`config.mk`:
```
export PLATFORM = sky130hd
export DESIGN_NAME = drum_motor_drive
export DESIGN_NICKNAME = d
export VERILOG_FILES = /design/src/rtl/drum_motor_drive.sv
export SDC_FILE = /design/constraint.sdc
export NUM_CORES = 1
export LEC_CHECK = 0
export ABC_AREA = 1
export BUFFER_PORTS_ARGS = -buffer_cell sky130_fd_sc_hd__clkbuf_2
export CORE_UTILIZATION = 55
export DETAILED_ROUTE_END_ITERATION = 6
export PLACE_DENSITY = 0.77
export SYNTH_ARGS = -nofsm -noshare
export SYNTH_HDL_FRONTEND = slang
export SYNTH_SLANG_ARGS = --single-unit
export TNS_END_PERCENT = 100
```
`constraint.sdc`:
```
create_clock -name clk -period 2.58 [get_ports clk]
set_input_delay 0 -clock clk [delete_from_list [all_inputs] [get_ports clk]]
set_output_delay 0 -clock clk [all_outputs]
set_load 0.01 [all_outputs]
```
`src/rtl/drum_motor_drive.sv`:
```
// rtl/drum_motor_drive.sv - washing-machine drum motor drive: ramped spin, tumble, imbalance retry, stall fault
module drum_motor_drive #(
  parameter logic [15:0] TICK_DIV      = 16'd1000,
  parameter logic [10:0] RAMP_STEP     = 11'd50,
  parameter logic [10:0] TUMBLE_SPEED  = 11'd50,
  parameter logic [7:0]  TUMBLE_TICKS  = 8'd20,
  parameter logic [7:0]  PAUSE_TICKS   = 8'd5,
  parameter logic [10:0] VIB_MIN_SPEED = 11'd400,
  parameter logic [1:0]  MAX_RETRY     = 2'd3,
  parameter logic [7:0]  STALL_TICKS   = 8'd10
) (
  input  logic        clk,
  input  logic        reset,
  input  logic        drum_motor,
  input  logic [10:0] target_speed,
  input  logic [10:0] motor_speed_sensor,
  input  logic        vibration_sensor,
  input  logic        clear_fault,
  output logic        motor_en,
  output logic        motor_dir,
  output logic        motor_pwm,
  output logic [10:0] speed_cmd,
  output logic        at_speed,
  output logic        imbalance_fault,
  output logic        stall_fault,
  output logic        drum_stopped
);

  typedef enum logic [2:0] {
    IDLE, RAMP_UP, AT_SPEED, RAMP_DOWN, TUMBLE_RUN, TUMBLE_PAUSE, FAULT
  } state_t;

  state_t      state, state_nxt;
  logic [15:0] pre_cnt;
  logic [7:0]  pwm_cnt;
  logic [10:0] target_lat, target_nxt, speed_nxt;
  logic [1:0]  retry_cnt, retry_cnt_nxt;
  logic        retry_flag, retry_flag_nxt;
  logic [7:0]  stall_cnt, stall_nxt;
  logic [7:0]  phase_cnt, phase_nxt;
  logic        dir_nxt, imb_nxt, stf_nxt;

  logic        tick;
  logic [11:0] ramp_sum;
  logic [10:0] ramp_up_val, ramp_dn_val, clamped;
  logic        stalled, stall_hit;

  assign tick        = (pre_cnt == TICK_DIV - 16'd1);
  assign ramp_sum    = {1'b0, speed_cmd} + {1'b0, RAMP_STEP};
  assign ramp_up_val = (ramp_sum >= {1'b0, target_lat}) ? target_lat : ramp_sum[10:0];
  assign ramp_dn_val = (speed_cmd > RAMP_STEP) ? (speed_cmd - RAMP_STEP) : 11'd0;
  assign clamped     = (target_speed > 11'd1400) ? 11'd1400 : target_speed;
  // A drum turning at less than a quarter of the reference is treated as stalled.
  assign stalled     = (speed_cmd >= 11'd200) && (motor_speed_sensor < (speed_cmd >> 2));
  assign stall_hit   = stalled && ((stall_cnt + 8'd1) == STALL_TICKS);

  always_ff @(posedge clk or negedge reset) begin
    if (!reset) begin
      state           <= IDLE;
      speed_cmd       <= 11'd0;
      target_lat      <= 11'd0;
      retry_cnt       <= 2'd0;
      retry_flag      <= 1'b0;
      stall_cnt       <= 8'd0;
      phase_cnt       <= 8'd0;
      motor_dir       <= 1'b0;
      imbalance_fault <= 1'b0;
      stall_fault     <= 1'b0;
    end else begin
      state           <= state_nxt;
      speed_cmd       <= speed_nxt;
      target_lat      <= target_nxt;
      retry_cnt       <= retry_cnt_nxt;
      retry_flag      <= retry_flag_nxt;
      stall_cnt       <= stall_nxt;
      phase_cnt       <= phase_nxt;
      motor_dir       <= dir_nxt;
      imbalance_fault <= imb_nxt;
      stall_fault     <= stf_nxt;
    end
  end

  always_ff @(posedge clk or negedge reset) begin
    if (!reset) begin
      pre_cnt      <= 16'd0;
      pwm_cnt      <= 8'd0;
      drum_stopped <= 1'b0;
    end else begin
      pre_cnt      <= tick ? 16'd0 : pre_cnt + 16'd1;
      pwm_cnt      <= pwm_cnt + 8'd1;
      drum_stopped <= (speed_cmd == 11'd0) && (motor_speed_sensor == 11'd0);
    end
  end

  always_comb begin
    state_nxt      = state;
    speed_nxt      = speed_cmd;
    target_nxt     = target_lat;
    retry_cnt_nxt  = retry_cnt;
    retry_flag_nxt = retry_flag;
    stall_nxt      = 8'd0;
    phase_nxt      = phase_cnt;
    dir_nxt        = motor_dir;
    imb_nxt        = imbalance_fault;
    stf_nxt        = stall_fault;

    case (state)
      IDLE: begin
        speed_nxt      = 11'd0;
        retry_cnt_nxt  = 2'd0;
        retry_flag_nxt = 1'b0;
        phase_nxt      = 8'd0;
        if (drum_motor) begin
          target_nxt = clamped;
          if (clamped == 11'd0) begin
            state_nxt = TUMBLE_RUN;
            speed_nxt = TUMBLE_SPEED;
          end else begin
            state_nxt = RAMP_UP;
            dir_nxt   = 1'b0;
          end
        end
      end

      RAMP_UP, AT_SPEED: begin
        stall_nxt = stall_cnt;
        if (tick) stall_nxt = stalled ? stall_cnt + 8'd1 : 8'd0;
        // Priority: stall, then run-request drop, then imbalance.
        if (tick && stall_hit) begin
          state_nxt = FAULT;
          stf_nxt   = 1'b1;
          speed_nxt = 11'd0;
          stall_nxt = 8'd0;
        end else if (!drum_motor) begin
          state_nxt = RAMP_DOWN;
        end else if (tick && vibration_sensor && (speed_cmd > VIB_MIN_SPEED)) begin
          state_nxt      = RAMP_DOWN;
          retry_flag_nxt = 1'b1;
        end else if (tick && (state == RAMP_UP)) begin
          speed_nxt = ramp_up_val;
          if (ramp_up_val == target_lat) state_nxt = AT_SPEED;
        end
      end

      RAMP_DOWN: begin
        if (speed_cmd == 11'd0) begin
          if (retry_flag && (retry_cnt == MAX_RETRY)) begin
            state_nxt = FAULT;
            imb_nxt   = 1'b1;
          end else if (retry_flag && drum_motor) begin
            state_nxt     = RAMP_UP;
            retry_cnt_nxt = retry_cnt + 2'd1;
            dir_nxt       = 1'b0;
          end else begin
            state_nxt = IDLE;
          end
        end else if (tick) begin
          speed_nxt = ramp_dn_val;
        end
      end

      TUMBLE_RUN: begin
        if (!drum_motor) begin
          state_nxt = IDLE;
          speed_nxt = 11'd0;
          phase_nxt = 8'd0;
        end else if (tick) begin
          if (phase_cnt == TUMBLE_TICKS - 8'd1) begin
            state_nxt = TUMBLE_PAUSE;
            speed_nxt = 11'd0;
            phase_nxt = 8'd0;
          end else begin
            phase_nxt = phase_cnt + 8'd1;
          end
        end
      end

      TUMBLE_PAUSE: begin
        speed_nxt = 11'd0;
        if (!drum_motor) begin
          state_nxt = IDLE;
          phase_nxt = 8'd0;
        end else if (tick) begin
          if (phase_cnt == PAUSE_TICKS - 8'd1) begin
            state_nxt = TUMBLE_RUN;
            speed_nxt = TUMBLE_SPEED;
            phase_nxt = 8'd0;
            dir_nxt   = ~motor_dir;
          end else begin
            phase_nxt = phase_cnt + 8'd1;
          end
        end
      end

      FAULT: begin
        speed_nxt = 11'd0;
        if (clear_fault && !drum_motor) begin
          state_nxt = IDLE;
          imb_nxt   = 1'b0;
          stf_nxt   = 1'b0;
        end
      end

      default: begin
        state_nxt = IDLE;
        speed_nxt = 11'd0;
      end
    endcase
  end

  always_comb begin
    motor_en = 1'b0;
    case (state)
      RAMP_UP, AT_SPEED, TUMBLE_RUN: motor_en = 1'b1;
      RAMP_DOWN:                     motor_en = (speed_cmd != 11'd0);
      default:                       motor_en = 1'b0;
    endcase
  end

  assign at_speed  = (state == AT_SPEED);
  assign motor_pwm = motor_en & (pwm_cnt < speed_cmd[10:3]);

endmodule

```
Word-level counts from Yosys, hierarchy flattened
Index checks and enable logic that the tools add are counted.
- add/subtract/negate cells: 7
- $lt $le $gt $ge: 7
- equality and inequality tests: 38
- multiplexer cells: 72
- bitwise operators: 2
- reductions and logical operators: 33
- operators by type and width (kind ; count):
    $mux 11 ; 12
    $mux 8 ; 10
    $pmux 11 s5 ; 1
    $mux 3 ; 16
    $logic_not 11->1 ; 3
    $ne 2x2->1 const B ; 16
    $mux 6 ; 5
    $add 8x1->8 const B ; 3
    $ne 3x3->1 const B ; 8
    $pmux 8 s3 ; 1
    $pmux 3 s6 ; 1
    $reduce_and 9->1 ; 2
    $add 16x1->16 const B ; 1
    $eq 16x10->1 const B ; 1
    $mux 1 ; 16
    $mux 16 ; 1
    $add 11x6->12 const B ; 1
    $ge 12x11->1 ; 1
    $reduce_and 4->1 ; 3
    $eq 11x11->1 ; 1
    $ge 11x8->1 const B ; 1
    $gt 11x11->1 const B ; 1
    $gt 11x6->1 const B ; 1
    $gt 11x9->1 const B ; 1
    other kinds (29) ; 52
- register bits: 72
- bits of input ports: 27
- output and inout bits: 18
- word-level logic and storage cells: 172

Logic depth before layout (Yosys ltp)
Gate-level depths: netlist (run 1).
- depth after elaboration: 10
- gate-level depth with buffers: 25
- mapped depth without buffers: 24

Least setup slack after synthesis (run 1)
Ideal clock, no wire load.
- kind: register to register
- from: reg speed_cmd[1]
- to: reg state[2]
- arrival time: 2751 ps
- required time: 2463 ps
- setup slack: -288 ps
- cell stages (with the launch flop): 25
- clock period less this slack: 2868 ps
- cell sequence: dfrtp_1 ha_1 nand2_1 nand2_1 nand2_1 nor2_1 xor2_1 inv_1 ha_1 nand3_1 nor2_1 nand2_1 nor2_1 nor2_2 buf_4 nand4_1 nand2_1 inv_1 nand2_1 nor2_1 nand3_1 nand2_1 nand2_1 nand2_1 nand2_1
- cells in the longest elaborated chain, start to end: 6
- elaborated cells between the ends (all ways): 19
- RTL lines (what ; line ; source):
    from (decl) ; 22 ; output logic [10:0] speed_cmd,
    from (signal assigned) ; 71 ; speed_cmd <= speed_nxt;
    $add 11x6->12, or another cell as far along ; 49 ; assign ramp_sum = {1'b0, speed_cmd} + {1'b0, RAMP_STEP};
    $ge 12x11->1, or another cell as far along ; 50 ; assign ramp_up_val = (ramp_sum >= {1'b0, target_lat}) ? target_lat : ramp_sum[10:0];
    $mux 11, or another cell as far along ; 50 ;
    $eq 11x11->1, or another cell as far along ; 141 ; if (ramp_up_val == target_lat) state_nxt = AT_SPEED;
    $ne 5x5->1 (no source line) or $mux 3 (tied branches) ; -- ;
    $reduce_and 9->1 (no source line) or $pmux 3 s6 (tied branches) ; -- ;
    to (signal assigned) ; 70 ; state <= state_nxt;
    to (decl) ; 33 ; state_t state, state_nxt;
Several ways; a longest one is shown, not always the timed one.
A chain may end at the register's enable or synchronous reset.

Final worst setup path (run 1)
- from: reg speed_cmd[2]
- to: reg state[2]
- cells in the longest elaborated chain, start to end: 6
- elaborated cells between the ends (all ways): 20
- RTL lines (what ; line):
    $add 11x6->12, or another cell as far along ; 49
    $ge 12x11->1, or another cell as far along ; 50
    $mux 11, or another cell as far along ; 50
    $eq 11x11->1, or another cell as far along ; 141
    $ne 5x5->1 (no source line) or $mux 3 (tied branches) ; --
    $reduce_and 9->1 (no source line) or $pmux 3 s6 (tied branches) ; --
Several ways; a longest one is shown, not always the timed one.

==> results of run 1 <==
[cell usage after synthesis (all sizes together) (6+ instances only)]
| library cell | number | area (um2) |
|---|---|---|
| o21ai | 50 | 250 |
| nor2 | 82 | 310 |
| nor3 | 16 | 85.1 |
| a31oi | 6 | 37.5 |
| a21oi | 34 | 170 |
| nand3 | 52 | 265 |
| dfrtp | 72 | 1800 |
| buf | 8 | 57.6 |
| nand4 | 35 | 219 |
| nand2 | 163 | 639 |
| o22ai | 9 | 56.3 |
| nor4 | 6 | 58.8 |
| xor2 | 19 | 166 |
| inv | 128 | 480 |
| ha | 36 | 450 |
[worst register-to-register path: stages (launching register included)]
cell,delay (ns)
dfrtp_1,0.43
ha_4,0.18
nand2_4,0.05
nand2_4,0.08
nand2_4,0.08
nor2_4,0.15
xor2_2,0.20
inv_2,0.08
ha_4,0.28
nand3_2,0.06
nor2_1,0.09
nand2_1,0.10
nor2_4,0.17
buf_12,0.13
nor2_4,0.05
nand4_1,0.12
nand2_1,0.06
inv_1,0.07
nand2_1,0.07
nor2_2,0.12
nand3_2,0.10
nand2_2,0.11
nand2_2,0.08
nand2_1,0.08
nand2_1,0.05
[state kept, by name, summed over array words and instances (netlist names), 2 cells and up]
| signal | count |
|---|---|
| stall_cnt | 8 |
| pwm_cnt | 8 |
| phase_cnt | 8 |
| speed_cmd | 11 |
| retry_cnt | 2 |
| target_lat | 11 |
| state | 3 |
| pre_cnt | 16 |
[worst min path at each step]
stage	slack [ns]	endpoint	startpoint
2_1_floorplan	-0.30	drum_stopped$_DFF_PN0_	reset
3_3_place_gp	0.16	pre_cnt[11]$_DFF_PN0_	reset
3_5_place_dp	0.18	pre_cnt[9]$_DFF_PN0_	reset
4_1_cts	0.10	retry_flag$_DFFE_PN0P_	vibration_sensor
5_1_grt	0.13	retry_flag$_DFFE_PN0P_	vibration_sensor
6_report	0.11	speed_cmd[0]$_DFFE_PN0P_	vibration_sensor
[placed cells by master (no fill, tap or decap), drive strengths merged, types with 16 or more instances in the layout]
| cell | n |
|---|---|
| a21oi | 34 |
| buf | 67 |
| clkbuf | 52 |
| dfrtp | 72 |
| dlygate4sd3 | 17 |
| ha | 36 |
| inv | 128 |
| nand2 | 163 |
| nand3 | 52 |
| nand4 | 35 |
| nor2 | 85 |
| nor3 | 16 |
| o21ai | 50 |
| xor2 | 19 |
[kinds of logic (layout without fill, tap and decap cells)]
kind of cell               count (synthesis)  after routing  share of synthesized area (%)
buffers and inverters                    143            274                           10.8
and+or+nand+nor                          359            362                           30.4
AOI/OAI and AO/OA                        116            116                           12.3
DFF                                       72             72                           34.0
xor gates and xnor gates                  24             24                           3.97
adders and majority gates                 36             36                           8.51
[area by class of cell]
class / count / area, um2 / area share (%)
clock buffers: 9 / 124 / 1.81
well taps: 129 / 161 / 2.36
repair buffers: 127 / 943 / 13.8
clock inverters: 6 / 61.3 / 0.895
multi-input cells: 538 / 3250 / 47.4
inverters: 132 / 504 / 7.36
flip-flops and latches: 72 / 1810 / 26.4
[report_power, final]
group,switching (uW),leakage (uW),internal (uW),total [uW]
clock network,481,0.0000948,438,919
logic,2770,0.00246,1790,4570
registers,174,0.000923,1340,1510
[layer usage]
layer  share of wire [%]  vias up  track usage [%]
met1                  40     2692             37.9
li1                    -     2731                -
met2                  48      335             53.7
met5                   0        -                0
met3                 7.8       91             5.50
met4                 5.1        0             13.0
[timing repair]
action | CTS | global route
setup buffers | 4 | 7
endpoints found under the hold margin | 49 | 0
resized for setup | 26 | 53
hold buffers | 17 | 0
setup endpoints to repair | 16 | 24
pin swaps | 20 | 30
gates cloned | 3 | 2
[stage by stage]
| step | setup TNS [ns] | utilization [%] |
|---|---|---|
| final | -6.19 | 73.7 |
| after global routing | -8.16 | 73.7 |
| after CTS | -4.03 | 70.7 |
| after detailed placement | -5.26 | 65.5 |
| after global placement | -3.69 | 65.5 |
| after floorplan | -1.81 | - |
==> run metrics, run 1 <==
status=finished with violations; failing checks=negative setup slack; CP Data Required Time=2.83 ns; drt via density=5.77; Skew-Pair Late Insertion Delay=0.37 ns; Final Cycle Share=120%; Pwr Density=1020 nW/um2; # diodes=0; Syn Nets=813; netlist area before placement=5290 um2; worst setup path startpoint=speed_cmd[2]$_DFFE_PN0P_; Tmin final=3.10 ns; hold slack=0.111 ns; die width=100 um; RSZ-0062 raised after global routing=true; TritonCTS Sinks=72; CTS tree=yes; largest stage delay on the critical path=0.43 ns; synthesized instance count=750; most frequent cell on the critical path=nand2_1; CP max FO=6; r2r setup slk=-0.52 ns; max-capacitance violation count=0; async set or reset register ratio after synthesis=100%; slowest CP cell=dfrtp_1; setup slack after layout=-0.525 ns; Leakage=0.00347 uW; initial core utilization=57.0%; Slew Limit Fails=0; dpl hpwl=10900 um; Post-DP Area=6080 um2; DRC errors left=0; sequential area share after synthesis=34.0%; # H-tree levels=3; Finish-stage setup viols=16; root buffer cell=clkbuf_8; FF-to-FF Start=speed_cmd[2]$_DFFE_PN0P_; Fill cells=711; WL/cell=16.0 um; total CTS buffers=9; vias in the first global route=5428; crit path to=state[2]$_DFFE_PN0P_; CP Class=reg2reg; Hold Path Depth=6; std cell rows=35; initial DRC count=427; RR Endpoint=state[2]$_DFFE_PN0P_; Non-Filler Instances=1013; CTS Buffer Depth=2; IR drop worst, VDD=0.776 mV; Slew @ Worst Pin=0.912 ns; Cell Count Post-Placement=967; Post-Route WL=16200 um; GR Util All Layers=30.9%; Worst slew margin=39.2%; family with the most delay on the worst path=simple AND/OR/NAND/NOR gates; port bufs=44; clk_skew=0.0116 ns; worst path arrival time=3.36 ns; placer congestion estimate=0.973; nets=943; Netlist cell types=44; final hold vios=0; first-pass GRT wire length=24400 um; clk slew on worst S/H paths=0.09 ns; CP Depth=24; crit end category=flop; core area=9280 um2; post-synthesis average cell area=7.06 um2; antenna violations before repair=0; Worst Path Buf+Inv=3; Power Total=7000 uW; die area=10000 um2; vias=5849; pre-CTS setup slack=-0.507 ns; critical path, cell by cell=ha_4 -> nand2_4 -> nand2_4 -> nand2_4 -> nor2_4 -> xor2_2 -> inv_2 -> ha_4 -> nand3_2 -> nor2_1 -> nand2_1 -> nor2_4 -> buf_12 -> nor2_4 -> nand4_1 -> nand2_1 -> inv_1 -> nand2_1 -> nor2_2 -> nand3_2 -> nand2_2 -> nand2_2 -> nand2_1 -> nand2_1; Reg2Reg Depth=24; GRT overflow=0; largest net degree at the start of global routing=38; worst min-delay path class=in2reg; Ys Warns=0; P&R area growth vs syn=29.3%; DIE HEIGHT=100 um; CP Launch Type=flop; number of register bits inferred by synthesis=72; cell area after layout=6850 um2; Max Freq=0.322 GHz; ys flop type=dfrtp_1; Ports=45; Final ANT Viol Nets=0; share of cells above drive strength 1=21.9%; TritonRoute pass-1 iters=6; Post-synth EDFFs=0
(Power assumes the default switching activity.)
==> run 2: changes to the inputs <==
ABC_AREA = not set   (was 1)
==> run metrics, run 2 <==
status=finished with violations; failing checks=negative setup slack; Largest regs=pre_cnt x16, speed_cmd x11, target_lat x11; slowest CP cell=dfrtp_2; netlist area before placement=5140 um2; CP max FO=7; # H-tree levels=3; FF-to-FF Start=speed_cmd[2]$_DFFE_PN0P_; Worst slew margin=38.3%; drt via density=6.31; Slew Limit Fails=0; port bufs=44; antenna violations before repair=0; Power Total=6900 uW; family with the most delay on the worst path=compound AO/OA/AOI/OAI gates; vias=5243; initial DRC count=298; most common cell after layout, fill and taps aside=buf_4; die area=9750 um2; CTS tree=yes; worst setup path startpoint=speed_cmd[2]$_DFFE_PN0P_; GR Util All Layers=32.5%; largest net degree at the start of global routing=73; CP Data Required Time=2.84 ns; WL met1=6330 um; hold slack=0.0503 ns; worst min-delay path class=in2reg; Pwr Density=1010 nW/um2; Leakage=0.00319 uW; number of register bits inferred by synthesis=72; largest stage delay on the critical path=0.44 ns; Slew @ Worst Pin=0.925 ns; DRC errors left=0; GRT overflow=0; Max Freq=0.331 GHz; vias in the first global route=5138; clk slew on worst S/H paths=0.09 ns; Post-synth EDFFs=0; nets=781; top cells by area, synth=dfrtp_1 35%, ha_1 8.8%, xnor2_1 4.9%; initial core utilization=57.9%; Worst Path Buf+Inv=3; most frequent cell on the critical path=buf_6; root buffer cell=clkbuf_8; Ports=45; total CTS buffers=9; Largest register FFs=16; std cell rows=34; hold path start=clear_fault; critical path, cell by cell=buf_6 -> a311oi_2 -> buf_4 -> nor4_4 -> xnor2_2 -> ha_1 -> a21oi_2 -> o221ai_2 -> a21oi_4 -> buf_6 -> mux2i_1 -> o221ai_1 -> mux2_4; P&R area growth vs syn=32.3%; Finish-stage setup viols=14; Yosys top cell area share=35.0%; max-capacitance violation count=0; placer congestion estimate=0.936; setup slack after layout=-0.441 ns; WL/cell=18.7 um; pre-CTS setup slack=-0.482 ns; cell taking the most area after synthesis=dfrtp_1; Ys Warns=0; RSZ-0062 raised after global routing=true; async set or reset register ratio after synthesis=100%; met2 WL=7420 um; post-synthesis average cell area=8.93 um2; sequential area share after synthesis=35.0%; Skew-Pair Late Insertion Delay=0.37 ns; Netlist cell types=71; most frequent cells in the layout=83 x buf_4, 69 x dfrtp_1, 43 x clkbuf_2, 42 x nand2_1, 37 x nor2_1; dpl hpwl=10700 um; core area=8890 um2; CP Launch Type=flop; DR top layer=met4; Tmin final=3.02 ns; first-pass GRT wire length=25000 um; Final ANT Viol Nets=0; TritonRoute pass-1 iters=5; die width=98.7 um; share of cells above drive strength 1=28.8%; clk_skew=0.0178 ns; synthesized instance count=576; Final Cycle Share=117%; worst path arrival time=3.28 ns; ys flop type=dfrtp_1; most numerous cell in the Yosys netlist=dfrtp_1; Syn Nets=639; largest register by flop count=pre_cnt; final hold vios=0; Met3 Wirelength=1050 um; Post-Route WL=15600 um; TritonCTS Sinks=72; # diodes=0; IR drop worst, VDD=0.827 mV; crit end category=flop; final core utilization=76.6%; DIE HEIGHT=98.7 um; synth cell count leaders=72 x dfrtp_1, 44 x nand2_1, 37 x nor2_1, 36 x ha_1, 36 x inv_1; CTS Buffer Depth=2; CP Class=reg2reg; Fill cells=588
run 2: cell types whose count changed after synthesis, sizes merged, moves of 10 or more:
cell,change
a21o,+11
inv,-92
mux2i,+10
and3,+15
xnor2,+24
nand2b,+13
o21ai,-14
nor2,-45
clkbuf,+12
nand3,-20
nand2,-118
nand4,-27
run 2: metrics by stage:
stage / instances / TNS (ns) / area [um2]
detailed placement: 789 / -4.53 / 6090
floorplan: 576 / -3.77 / 5220
finish: 831 / -4.85 / 6810
global route: 831 / -6.27 / 6810
CTS: 829 / -4.10 / 6650
global placement: 789 / -4.03 / 6090
run 2: area by class of cell:
| type | instances | area, um2 | area share (%) |
|---|---|---|---|
| multi-input cells | 446 | 3400 | 49.9 |
| flip-flops and latches | 72 | 1810 | 26.5 |
| repair buffers | 152 | 1110 | 16.4 |
| inverters | 37 | 141 | 2.08 |
| well taps | 108 | 135 | 1.99 |
| clock buffers | 11 | 131 | 1.93 |
| clock inverters | 5 | 81.3 | 1.19 |
run 2: final timing paths:
kind                       cells after the start                     endpoint  slack, ns
setup reg to reg                              13     speed_cmd[5]$_DFFE_PN0P_      -0.44
max in group asynchronous                      3     speed_cmd[1]$_DFFE_PN0P_       1.53
setup / recovery                              13     speed_cmd[5]$_DFFE_PN0P_      -0.44
hold / removal                                 3  imbalance_fault$_DFFE_PN0P_       0.05
min in group asynchronous                      3  imbalance_fault$_DFFE_PN0P_       0.40
hold reg to reg                                1        pre_cnt[15]$_DFF_PN0_       0.48
run 2: cell families (layout without fill, tap and decap cells):
logic type               Yosys count  in the layout  share of synthesized area [%]
AO/OA/AOI/OAI                    148            148                           20.4
XOR/XNOR                          42             42                           7.42
adder cells (fa/ha/maj)           36             36                           8.75
buffers and inverters             58            205                           4.62
flip-flops                        72             72                           35.0
multiplexers                      15             15                           3.04
AND/OR/NAND/NOR                  205            205                           20.8
run 2: repair_timing:
| action | in CTS | in global routing |
|---|---|---|
| endpoints found under the hold margin | 85 | 0 |
| resized for setup | 23 | 27 |
| pin swaps | 20 | 19 |
| buffers inserted | 8 | 2 |
| setup endpoints to repair | 16 | 25 |
| hold buffers | 16 | 0 |
run 2: tightest hold or removal path, delay by kind of cell:
kind                   cells  cell delay [ns]
AO/OA/AOI/OAI              1             0.14
buffers and inverters      1             0.10
AND/OR/NAND/NOR            1             0.15
run 2: report_power, final:
part	internal, uW	switching [uW]	leakage (uW)
sequential	1290	229	0.000924
combinational	2090	2270	0.00216
clock	546	478	0.000104
total	3920	2980	0.00319
run 2: routing by layer:
| metal | vias up | GRT usage [%] |
|---|---|---|
| li1 | 2400 | - |
| met1 | 2495 | 41.4 |
| met2 | 261 | 54.4 |
| met3 | 87 | 4.89 |
| met4 | 0 | 15.6 |
| met5 | - | 0 |
==> run 3: changes to the inputs <==
CORE_ASPECT_RATIO = 1.75   (was not set)
==> run metrics, run 3 (synthesized netlist as in run 2, its figures left out) <==
status=finished with violations; failing checks=negative setup slack; CP Launch Type=flop; final hold vios=0; Worst slew margin=35.6%; CP Class=reg2reg; Reg2Reg Depth=13; IR drop worst, VDD=0.752 mV; Leakage=0.00326 uW; std cell rows=46; TritonCTS Sinks=72; hold slack=0.0933 ns; core area=9090 um2; GR Util All Layers=36.4%; first-pass GRT wire length=26100 um; # H-tree levels=3; Post-Route WL=16700 um; DIE HEIGHT=130 um; antenna violations before repair=0; met3 Use GR=6.18%; pre-CTS setup slack=-0.523 ns; global routing usage on met2=66.3%; initial core utilization=56.6%; worst path arrival time=3.26 ns; crit end category=flop; largest register by flop count=pre_cnt; Largest regs=pre_cnt x16, speed_cmd x11, target_lat x11; RSZ-0062 raised after global routing=true; initial DRC count=485; P&R area growth vs syn=35.3%; critical path, cell by cell=a311oi_2 -> buf_4 -> nor2_1 -> xnor2_1 -> ha_1 -> a21o_1 -> a21oi_2 -> o221ai_2 -> a21oi_4 -> buf_4 -> mux2i_4 -> o221ai_2 -> mux2_2; worst min-delay path class=in2reg; largest stage delay on the critical path=0.48 ns; total CTS buffers=9; Max Freq=0.330 GHz; CP Data Required Time=2.81 ns; Skew-Pair Late Insertion Delay=0.35 ns; Fill cells=661; die width=75.1 um; root buffer cell=clkbuf_16; nets=796; port bufs=44; drt via density=6.23; vias=5328; Final Cycle Share=118%; largest net degree at the start of global routing=73; dpl hpwl=11900 um; share of cells above drive strength 1=30.2%; WL/cell=19.5 um; setup slack after layout=-0.452 ns; DRC errors left=0; Reg area=1810 um2; Slew Limit Fails=0; most common cell after layout, fill and taps aside=buf_4; final core utilization=76.5%; slowest CP cell=dfrtp_1; Ports=45; Slew @ Worst Pin=0.966 ns; placer congestion estimate=0.974; die area=9760 um2; clk slew on worst S/H paths=0.06 ns; CTS Buffer Depth=2; Finish-stage setup viols=16; CTS tree=yes; Pwr Density=1020 nW/um2; CP max FO=4; Largest register FFs=16; Final ANT Viol Nets=0; Tmin final=3.03 ns; most frequent cells in the layout=101 x buf_4, 69 x dfrtp_1, 43 x clkbuf_2, 41 x nand2_1, 37 x nor2_1; max-capacitance violation count=0; # diodes=0; Top Usage Layer GRT=met2; TritonRoute pass-1 iters=5; GRT overflow=0; area of the multi-input gates=3380 um2; vias in the first global route=5521; clk_skew=0.00805 ns; met1 Use GR=35.1%; Hold Path Depth=4; cell area after layout=6960 um2; Post-DP Area=6250 um2
-- run 3: cell type report --
type | count | area share (%)
Timing Repair Buffer | 167 | 17.6
Clock buffer | 12 | 3.69
Tap cell | 120 | 2.16
Clock inverter | 1 | 0.0719
Multi-Input combinational cell | 446 | 48.5
Inverter | 37 | 2.03
Sequential cell | 72 | 25.9
-- run 3: worst paths after layout --
check | from | endpoint | slack (ns)
min | clear_fault | state[2]$_DFFE_PN0P_ | 0.09
max reg2reg | speed_cmd[5]$_DFFE_PN0P_ | speed_cmd[4]$_DFFE_PN0P_ | -0.45
min reg2reg | pre_cnt[15]$_DFF_PN0_ | pre_cnt[15]$_DFF_PN0_ | 0.48
max in group asynchronous | reset | speed_cmd[3]$_DFFE_PN0P_ | 1.47
min in group asynchronous | reset | phase_cnt[0]$_DFFE_PN0P_ | 0.43
max | speed_cmd[5]$_DFFE_PN0P_ | speed_cmd[4]$_DFFE_PN0P_ | -0.45
-- run 3: routing by layer --
metal,wire (um),up-vias
met5,0,-
met4,1080,0
met3,619,75
met2,9050,201
met1,5910,2618
li1,-,2434
-- run 3: worst max-delay path: cells and delay by family, from the launching register on --
family	cells	cell delay, ns
xor+xnor	1	0.16
simple gates	1	0.08
flops	1	0.48
compound gates	6	1.15
mux	2	0.49
fa+ha+maj	1	0.19
buf+inv	2	0.39
-- run 3: stage by stage --
| step | TNS [ns] | cells | total power (uW) |
|---|---|---|---|
| floorplan | -3.77 | 576 | 3740 |
| global placement | -4.43 | 819 | 5220 |
| detailed placement | -6.10 | 819 | 5320 |
| CTS | -3.99 | 854 | 6840 |
| global route | -6.41 | 855 | 7450 |
| finish | -4.96 | 855 | 7110 |
-- run 3: report_power, final --
| group | leakage [uW] | switching, uW | internal, uW |
|---|---|---|---|
| Combinational | 0.00221 | 2320 | 2140 |
| Sequential | 0.000924 | 202 | 1290 |
| Clock | 0.000130 | 468 | 685 |
-- run 3: what timing repair did --
| action | 4_1_cts | 5_1_grt |
|---|---|---|
| hold buffers | 16 | 0 |
| endpoints found under the hold margin | 85 | 0 |
| gates resized for setup | 29 | 15 |
| buffers inserted | 6 | 1 |
| setup endpoints to repair | 19 | 25 |
| pin swaps | 21 | 10 |
